**config.mk**
```make
export PLATFORM = sky130hd
export DESIGN_NAME = ram_burst_reader
export DESIGN_NICKNAME = d
export VERILOG_FILES = /design/src/rtl/ram_burst_reader.sv
export SDC_FILE = /design/constraint.sdc
export NUM_CORES = 1
export LEC_CHECK = 0
export CAP_MARGIN = 0
export CELL_PAD_IN_SITES_DETAIL_PLACEMENT = 1
export CELL_PAD_IN_SITES_GLOBAL_PLACEMENT = 1
export CORE_ASPECT_RATIO = 1.4
export CORE_MARGIN = 2
export CORE_UTILIZATION = 33
export DETAILED_ROUTE_END_ITERATION = 8
export PLACE_DENSITY = 0.85
export SLEW_MARGIN = 20
export SYNTH_ARGS = -nofsm -noshare
export SYNTH_HDL_FRONTEND = slang
export SYNTH_SLANG_ARGS = --single-unit
```
**constraint.sdc**
```tcl
create_clock -name clk -period 2 [get_ports clk]
set_input_delay 0.4 -clock clk [delete_from_list [all_inputs] [get_ports clk]]
set_output_delay 0.4 -clock clk [all_outputs]
set_load 0.05 [all_outputs]
```
**src/rtl/ram_burst_reader.sv**
```systemverilog
// ---------------------------------------------------------------------------
// ram_burst_reader
//
// Reads a burst of consecutive words from a combinational-read RAM and streams
// them out over a valid/ready handshake. The RAM address wraps modulo
// 2^ADDRESS_WIDTH. One word per cycle is sustained while the sink holds ready
// high.
//
// Optional feature (compile-time macro):
//   RAM_BURST_READER_CHECKSUM_EN - builds a running checksum (modulo
//   2^BUS_WIDTH sum of every transferred word). The checksum is cleared on an
//   accepted start and holds after done until the next start. When the macro
//   is undefined, checksum is tied to 0 and no accumulator exists.
//
// Ports:
//   clk       in   clock, rising edge
//   rst       in   asynchronous active-high reset
//   start     in   begin a burst (sampled in IDLE only)
//   base      in   first RAM address of the burst (sampled with start)
//   len       in   number of words, 0 = empty burst (sampled with start)
//   abort     in   terminate the current burst, no done pulse
//   ad        out  RAM address (registered)
//   st        out  RAM store strobe, always 0
//   O         in   RAM read data, combinational in ad
//   data_out  out  streamed word (registered)
//   valid     out  data_out holds an untransferred word
//   ready     in   sink accepts data_out when valid && ready
//   busy      out  high outside IDLE
//   done      out  one-cycle pulse on normal completion
//   checksum  out  burst checksum (see above)
// ---------------------------------------------------------------------------
module ram_burst_reader #(
  parameter int BUS_WIDTH     = 8,
  parameter int ADDRESS_WIDTH = 8
) (
  input  logic                     clk,
  input  logic                     rst,
  input  logic                     start,
  input  logic [ADDRESS_WIDTH-1:0] base,
  input  logic [ADDRESS_WIDTH-1:0] len,
  input  logic                     abort,
  output logic [ADDRESS_WIDTH-1:0] ad,
  output logic                     st,
  input  logic [BUS_WIDTH-1:0]     O,
  output logic [BUS_WIDTH-1:0]     data_out,
  output logic                     valid,
  input  logic                     ready,
  output logic                     busy,
  output logic                     done,
  output logic [BUS_WIDTH-1:0]     checksum
);

  typedef enum logic [1:0] {
    S_IDLE  = 2'd0,
    S_FETCH = 2'd1,
    S_DRAIN = 2'd2
  } state_t;

  state_t                   r_state;
  state_t                   w_next;

  logic [ADDRESS_WIDTH-1:0] r_ad;
  logic [ADDRESS_WIDTH-1:0] r_remaining;
  logic [BUS_WIDTH-1:0]     r_data;
  logic                     r_valid;
  logic                     r_done;

  logic                     w_busy;
  logic                     w_accept;
  logic                     w_load;
  logic                     w_xfer;
  logic                     w_kill;
  logic                     w_done_set;
  logic                     w_last;

  // State register
  always_ff @(posedge clk or posedge rst) begin
    if (rst) begin
      r_state <= S_IDLE;
    end else begin
      r_state <= w_next;
    end
  end

  // Next-state logic
  always_comb begin
    w_next = r_state;
    case (r_state)
      S_IDLE: begin
        // An empty burst only produces done and never leaves IDLE.
        if (start && (len != '0)) begin
          w_next = S_FETCH;
        end
      end
      S_FETCH: begin
        if (abort) begin
          w_next = S_IDLE;
        end else if (w_load && w_last) begin
          w_next = S_DRAIN;
        end
      end
      S_DRAIN: begin
        if (abort || (r_valid && ready)) begin
          w_next = S_IDLE;
        end
      end
      default: w_next = S_IDLE;
    endcase
  end

  // Output / control decode
  always_comb begin
    w_busy     = (r_state != S_IDLE);
    w_accept   = (r_state == S_IDLE) && start;
    w_kill     = w_busy && abort;
    // A new word may be fetched when the output register is empty or is being
    // emptied this cycle; abort overrides any handshake.
    w_load     = (r_state == S_FETCH) && !abort && (!r_valid || ready);
    w_xfer     = r_valid && ready && !abort;
    w_last     = (r_remaining == ADDRESS_WIDTH'(1));
    w_done_set = (w_accept && (len == '0)) ||
                 ((r_state == S_DRAIN) && w_xfer);
  end

  // Address, word counter, output word and handshake registers
  always_ff @(posedge clk or posedge rst) begin
    if (rst) begin
      r_ad        <= '0;
      r_remaining <= '0;
      r_data      <= '0;
      r_valid     <= 1'b0;
      r_done      <= 1'b0;
    end else begin
      r_done <= w_done_set;

      if (w_accept && (len != '0)) begin
        r_ad        <= base;
        r_remaining <= len;
      end else if (w_load) begin
        r_data      <= O;
        r_ad        <= r_ad + ADDRESS_WIDTH'(1);
        r_remaining <= r_remaining - ADDRESS_WIDTH'(1);
      end

      if (w_kill) begin
        r_valid <= 1'b0;
      end else if (w_load) begin
        r_valid <= 1'b1;
      end else if (w_xfer) begin
        r_valid <= 1'b0;
      end
    end
  end

`ifdef RAM_BURST_READER_CHECKSUM_EN
  logic [BUS_WIDTH-1:0] r_checksum;

  always_ff @(posedge clk or posedge rst) begin
    if (rst) begin
      r_checksum <= '0;
    end else if (w_accept) begin
      r_checksum <= '0;
    end else if (w_xfer) begin
      r_checksum <= r_checksum + r_data;
    end
  end

  assign checksum = r_checksum;
`else
  assign checksum = '0;
`endif

  assign ad       = r_ad;
  assign st       = 1'b0;
  assign data_out = r_data;
  assign valid    = r_valid;
  assign busy     = w_busy;
  assign done     = r_done;

endmodule

```
==> results of run 1 <==
[worst max-delay path: stages]
cell             delay, ps
clkdlybuf4s50_1        440
or4_4                  540
o21a_2                 330
a221o_1                380
[final cells by class]
cell class | instances | area, um^2
Timing Repair Buffer | 68 | 633
Sequential cell | 28 | 701
Fill cell | 526 | 2270
Inverter | 5 | 18.8
Tap cell | 62 | 77.6
Clock buffer | 3 | 41.3
Multi-Input combinational cell | 105 | 758
[metrics by stage]
stage / utilization / TNS, ps
2_1_floorplan: - / 0
3_3_place_gp: 0.484 / -2960
3_5_place_dp: 0.484 / -4230
4_1_cts: 0.494 / 0
5_1_grt: 0.496 / 0
6_report: 0.496 / 0
[kinds of logic after synthesis]
kind of cell | after synthesis | share of synthesized area
fa+ha+maj | 3 | 0.0245
flops | 28 | 0.458
mux | 13 | 0.0924
other cells | 1 | 0.00245
simple gates | 49 | 0.191
buf+inv | 17 | 0.0695
compound gates | 31 | 0.163
[registers in the layout, indices dropped and copies added, names as in the netlist]
name,flops
ad,8
data_out,8
r_remaining,8
r_state,2
done,1
valid,1
[Yosys cell counts (all sizes together) (2+ instances only)]
cell type,n,area share
or3,2,0.0082
mux2,9,0.066
a221o,8,0.052
nor3,3,0.0098
a21oi,4,0.013
nand3,9,0.029
o211ai,6,0.029
inv,5,0.012
dfrtp,28,0.46
or4,4,0.027
o311ai,4,0.023
mux2i,4,0.026
o21ai,3,0.012
and3,2,0.0082
nand2,12,0.029
nand2b,4,0.016
or2,2,0.0082
nor2,4,0.0098
nand4,2,0.0082
buf,12,0.057
nor3b,2,0.020
o2111ai,2,0.011
ha,3,0.025
[where the power goes]
group / switching [mW] / internal, mW / total (mW) / leakage (nW)
clock network: 0.169 / 0.135 / 0.304 / 0.0216
registers: 0.216 / 0.775 / 0.991 / 0.341
logic: 0.903 / 0.599 / 1.50 / 0.604
[routing by layer]
metal  global-route usage  vias up
met4               0.0619        0
met1                0.206      673
met5                    0        -
met2                0.298       36
met3               0.0154        5
li1                     -      655
[worst min-delay path by stage]
stage / startpoint / to / slack (ps) / cells past startpoint
4_1_cts: rst / r_remaining[5]$_DFFE_PP0P_ / 500 / 3
2_1_floorplan: abort / r_state[1]$_DFFE_PP0P_ / 460 / 1
3_5_place_dp: data_out[3]$_DFFE_PP0P_ / data_out[3]$_DFFE_PP0P_ / 500 / 1
3_3_place_gp: data_out[6]$_DFFE_PP0P_ / data_out[6]$_DFFE_PP0P_ / 490 / 1
6_report: rst / data_out[2]$_DFFE_PP0P_ / 490 / 3
5_1_grt: data_out[2]$_DFFE_PP0P_ / data_out[2]$_DFFE_PP0P_ / 540 / 1
[repair_timing]
action                                  in CTS  in global routing
pin swaps                                    0                  0
gates resized for setup                      2                  2
hold buffers                                 0                  0
endpoints found under the setup margin       8                  2
[placed cells by master (no fill, tap or decap), types with 2 or more instances in the layout]
| cell type | count |
|---|---|
| inv_1 | 5 |
| dfrtp_1 | 28 |
| buf_4 | 25 |
| nand3_1 | 9 |
| a21oi_1 | 3 |
| o211ai_1 | 6 |
| dlymetal6s2s_1 | 2 |
| clkdlybuf4s50_1 | 40 |
| mux2i_1 | 4 |
| o2111ai_1 | 2 |
| nor2_1 | 4 |
| and3_1 | 2 |
| nand2_1 | 12 |
| a221o_1 | 8 |
| or3_1 | 2 |
| nor3_1 | 3 |
| or4_4 | 3 |
| ha_1 | 3 |
| nand4_1 | 2 |
| conb_1 | 9 |
| nand2b_1 | 4 |
| clkbuf_8 | 3 |
| o21ai_0 | 2 |
| o311ai_0 | 3 |
| mux2_2 | 9 |
==> results.txt, run 1 <==
* Total Die Area: 5210 um^2
* Flip-flop and latch count after synthesis: 28
- Register-to-Register Setup Slack: 130 ps
- Measured along the y axis, the die boundary spans 84.6 um.
- STA classifies the critical path endpoint as a flop.
- Highest signal layer in the routed design: met4
* Proportion of layout cells with a drive suffix above 1: 0.230
- Summed over all cells, the static leakage comes to 0.967 nW.
- Latest clock arrival within the worst-skew pair: 270 ps
* Pre-antenna DRT Iters: 4
- Across the routed clock network, the largest skew measured is 0.906 ps.
- At the worst endpoint, the required time is 2160 ps.
- During synthesis, Yosys emitted a total of 0 warnings.
- 57 I/O pins were placed.
- Number of max-slew violations in the final report: 0
* GRT Util Overall: 0.170
- Number of cell instances on the worst register-to-register path: 4
- Netlist cell types: 39
* Crit start category: input pin
- Total of endpoints with negative setup slack in the final report: 0
- Final routed DRC violation total: 0
- Unrepaired setup endpoints after global routing: false
- The cell count after synthesis came out at 142.
* H-tree Lvls: 1
- Sinks on the clock net: 28
* Final wirelength: 4.08 mm
* Max Cap Viol: 0
* Worst reg2reg endpoint: r_state[1]$_DFFE_PP0P_
* Share of synthesized area occupied by flip-flops and latches: 0.458
- Top flip-flop cell by instance count after synthesis: dfrtp_1
- The critical path is of the in -> reg type.
- Worst reg2reg startpoint: r_remaining[2]$_DFFE_PP0P_
- For the worst setup path, the data arrival time is 2100 ps.
- Port Buf Inserts: 47
- HP Class: in -> async
- Summed area of non-filler cells in the final layout: 2230 um^2
* Post-DRT Antenna Nets: 0
* Setup fix buffers added after clock tree synthesis: 0
- In this run the tightest slew margin relative to its limit is 0.663.
* Post-synth ARST share: 1.00
- Termination of the worst setup path: ad[5]$_DFFE_PP0P_
- The first global-routing pass estimated 6.69 mm of wire.
* Drt initial violations: 28
* Area delta synth->final: 45.7%
* Biggest fanout along the worst timing path: 13
- The wire-length estimate of the detail-placed layout is 3.15 mm.
* Placed Instances: 268
- Pwr Density: 1250 nW/um^2
* Run status: complete, no violations
- Via Count: 1369
* Maximum ir drop on the vdd rail: 0.000737 V
- Of the available clock period, the critical path in the final layout requires 0.967.
- Cell at the root of the clock tree: clkbuf_8
* Placeable Area: 4500 um^2
- In the detailed route, the total length drawn on met3 is 154 um.
- Worst setup slack after placement: -417 ps
- Hold Slack: 490 ps
- The number of antenna violations at the first check in global routing was 0.
- Routed via count divided by cell count: 5.05
- The repair_antennas step left the layout with diodes totalling 0.
- The via count of the first global-routing pass is 1421.
- Start point of the critical path: len[5]
- The total count of hold-check failures in the final report came to 0.
- Clock-pin slew of the registers on the worst-case setup and hold paths: 90 ps
- Global route overflow: 0
* Highest attainable clock frequency: 517 MHz
* Number of buffers between clock root and the deepest sink: 2
* Net count reported at finish: 243
- Row count: 29
* Detailed-routing wirelength on met1: 1.65 mm
* Transition at the pin with the smallest max-transition slack: 503 ps
- The number of clock buffers added by TritonCTS is 3.
- At the end of routability-driven placement, the weighted congestion stood at 0.785.
- Post-Syn Area per Cell: 10.8 um^2
* Power consumption: 2.80 mW
* Routed wire length per instance: 15.1 um
- Leaving out filler cells and counting taps, the final layout contains 271.
* Shortest period the worst path allows: 1930 ps
- Initial cell density of the core: 0.340
- The worst path meets setup with 65.6 ps of slack.
- In this run the horizontal extent of the chip is 61.6 um.
* Clock tree from TritonCTS: yes
- Pin count of the biggest net entering global routing: 29
- The routed design uses 2.20 mm of met2 wire.
- The placed instances occupy a cell area of 2180 um^2.
* Netlist area before placement: 1530 um^2
- Count of flip-flops with a built-in enable after synthesis: 0
Power figures use the tool's default switching activity.
==> run 2, diff against run 1 <==
- SETUP_SLACK_MARGIN: default -> 0.4
==> run 2 against run 1 <==
Sequential share of layout area decreased by 2.7 points. Via count is 9.2% higher. Die area is the same. Cell count up 6.3%. Largest power group unchanged.
==> results.txt, run 2 (synthesized netlist as in run 1, its figures left out) <==
* Placed Instances: 266 (was 268)
- Combinational share of power: 0.554 (was 0.537)
- The number of antenna violations at the first check in global routing was 0 (unchanged).
- Run status: complete, no violations (unchanged)
- The die span in x came to 61.6 um (unchanged).
- The total core area was 4500 um^2 (unchanged).
- The leading cell type in the layout, fill and taps excluded is buf_4 (was clkdlybuf4s50_1).
- The worst voltage drop across the vdd grid came to 0.000717 V (was 0.000737 V).
- Pin count of the biggest net entering global routing: 19 (was 29)
* I/O pin count: 57 (unchanged)
- Net count reported at finish: 259 (was 243)
* Pwr Density: 1210 nW/um^2 (was 1250 nW/um^2)
* Highest-count cells in the layout ignoring fill and taps: buf_4, dfrtp_1, clkdlybuf4s50_1 (was clkdlybuf4s50_1, dfrtp_1, buf_4)
- The total vias in the final route is 1495 (was 1369).
- Dpl hpwl: 3.09 mm (was 3.15 mm)
- The clock edge transition at the registers on the reported setup and hold paths was 90 ps (about the same).
* Proportion of power drawn by the clock network: 0.107 (was 0.109)
* Slowest stage cell on the critical path: dfrtp_2 (was or4_4)
- The minimum clock period was 1680 ps (was 1930 ps).
- The data arrival time of the critical path is 1280 ps (was 2100 ps).
* Non-Filler Instances: 288 (was 271)
- The number of setup violations in the final report came to 0 (unchanged).
* Cell at the root of the clock tree: clkbuf_8 (unchanged)
* Hold Fails Final Rpt: 0 (unchanged)
* Number of max-slew violations in the final report: 0 (unchanged)
- The DRC marker count from the first detailed-route iteration was 31 (was 28).
- Required time worst endpoint: 1600 ps (was 2160 ps)
- Post-DRT Antenna Nets: 0 (unchanged)
- The path type of the worst setup path was reg -> out (was in -> reg).
- The global placement routability congestion was 0.815 (was 0.785).
- The longest individual stage delay on the worst path is 470 ps (was 540 ps).
- Port Buf Inserts: 47 (unchanged)
- Global-route wire length before repair: 7.22 mm (was 6.69 mm)
- The number of maximum-capacitance constraint violations came to 0 (unchanged).
- Final cell utilization of the core: 0.547 (was 0.496)
- Worst setup EP type: output pin (was flop)
* Net Sw Frac: 0.468 (was 0.460)
* H-tree Lvls: 1 (unchanged)
- Crit share post-route: 0.838 (was 0.967)
* Biggest fanout along the worst timing path: 5 (was 13)
- The initial standard-cell utilization of the core came to 0.340 (unchanged).
- The fraction of power consumed by sequential logic is 0.338 (was 0.354).
- Worst clock skew: 1.96 ps (was 0.906 ps)
- Sinks on the clock net: 28 (unchanged)
- Clock tree from TritonCTS: yes (unchanged)
- The standard-cell row count came to 29 (unchanged).
- The launching element type of the critical path is a flop (was input pin).
* Proportion of layout cells with a drive suffix above 1: 0.372 (was 0.230)
* Pre-antenna DRT Iters: 4 (unchanged)
- The total die area was 5210 um^2 (unchanged).
- Number of buffers between clock root and the deepest sink: 2 (unchanged)
- Latest clock arrival within the worst-skew pair: 280 ps (was 270 ps)
- Inserted Clock Buffers: 3 (unchanged)
- The detailed-route vias per instance came to 5.19 (was 5.05).
- Highest attainable clock frequency: 597 MHz (was 517 MHz)
- Leakage power: 1.09 nW (was 0.967 nW)
* HP Class: in -> reg (was in -> async)
* Via count of the first global-routing pass: 1547 (was 1421)
* Antenna Diode Count: 0 (unchanged)
- Final routed DRC violation total: 0 (unchanged)
- The switching power summed over all nets was 1.40 mW (was 1.29 mW).
- The mean routed wirelength per cell came to 16.8 um (was 15.1 um).
* Ordered list of cells on the worst path: buf_6 > or2_4 > buf_8 (was clkdlybuf4s50_1 > or4_4 > o21a_2 > a221o_1)
- The total global routing overflow came to 0 (unchanged).
* Die Ht: 84.6 um (unchanged)
- GRT Util Overall: 0.183 (was 0.170)
- Unrepaired setup endpoints after global routing: true (was false).
- The post-detailed-routing wire length was 4.85 mm (was 4.08 mm).
- The relative area change from synthesis to final layout came to 60.8% (was 45.7%).
* Int Power: 1.59 mW (was 1.51 mW)
[run 2: routing by layer]
layer / GRT usage / routed length [um]
met2: 0.333 / 2690
met5: 0 / 0
met3: 0.0293 / 179
met4: 0.0406 / 95
met1: 0.215 / 1880
[run 2: cell type report]
| class | count | area, um^2 |
|---|---|---|
| well taps | 62 | 77.6 |
| multi-input cells | 105 | 826 |
| fillers | 511 | 2040 |
| repair buffers | 84 | 787 |
| flip-flops and latches | 28 | 706 |
| inverters | 5 | 18.8 |
| clock buffers | 4 | 45.0 |
[run 2: path summary, 6_finish.rpt]
| kind | startpoint | end | slack (ps) | cells after the start |
|---|---|---|---|---|
| max in group asynchronous | rst | r_state[0]$_DFFE_PP0P_ | 1270 | 3 |
| worst max register to register | r_state[0]$_DFFE_PP0P_ | ad[3]$_DFFE_PP0P_ | 340 | 6 |
| min in group asynchronous | rst | ad[4]$_DFFE_PP0P_ | 460 | 3 |
| worst min-delay path | len[2] | r_remaining[2]$_DFFE_PP0P_ | 330 | 3 |
| worst max-delay path | r_state[0]$_DFFE_PP0P_ | busy | 320 | 3 |
| worst min register to register | data_out[0]$_DFFE_PP0P_ | data_out[0]$_DFFE_PP0P_ | 510 | 1 |
[run 2: power by group through the flow]
stage          sequential (mW)  clock [mW]  combinational [mW]
6_report                  1.01       0.321                1.65
5_1_grt                   1.04       0.353                1.75
4_1_cts                  0.994       0.320                1.54
3_5_place_dp              1.01           0                1.50
3_3_place_gp             0.995           0                1.46
2_1_floorplan             1.46           0               0.498
[run 2: timing repair]
item / in CTS / in global routing
pin swaps: 9 / 12
resized for setup: 74 / 20
hold buffers: 0 / 0
setup buffers: 7 / 10
endpoints found under the setup margin: 39 / 20
cloned: 0 / 1
[run 2: worst max-delay path, delay by kind of cell (launching register included)]
family,cells,cell delay [ps]
and+or+nand+nor,1,250
buffers and inverters,2,280
DFF,1,470
[run 2: through the flow]
| step | hold slack, ps | area, um^2 | power (mW) | TNS [ps] | setup WS (ps) |
|---|---|---|---|---|---|
| 2_1_floorplan | 463 | 1570 | 1.95 | 0 | 264 |
| 4_1_cts | 349 | 2310 | 2.86 | 0 | 324 |
| 5_1_grt | 352 | 2460 | 3.15 | 0 | 245 |
| 3_5_place_dp | 497 | 2170 | 2.50 | -4040 | -373 |
| 3_3_place_gp | 493 | 2170 | 2.46 | -3320 | -325 |
| 6_report | 334 | 2460 | 2.99 | 0 | 324 |
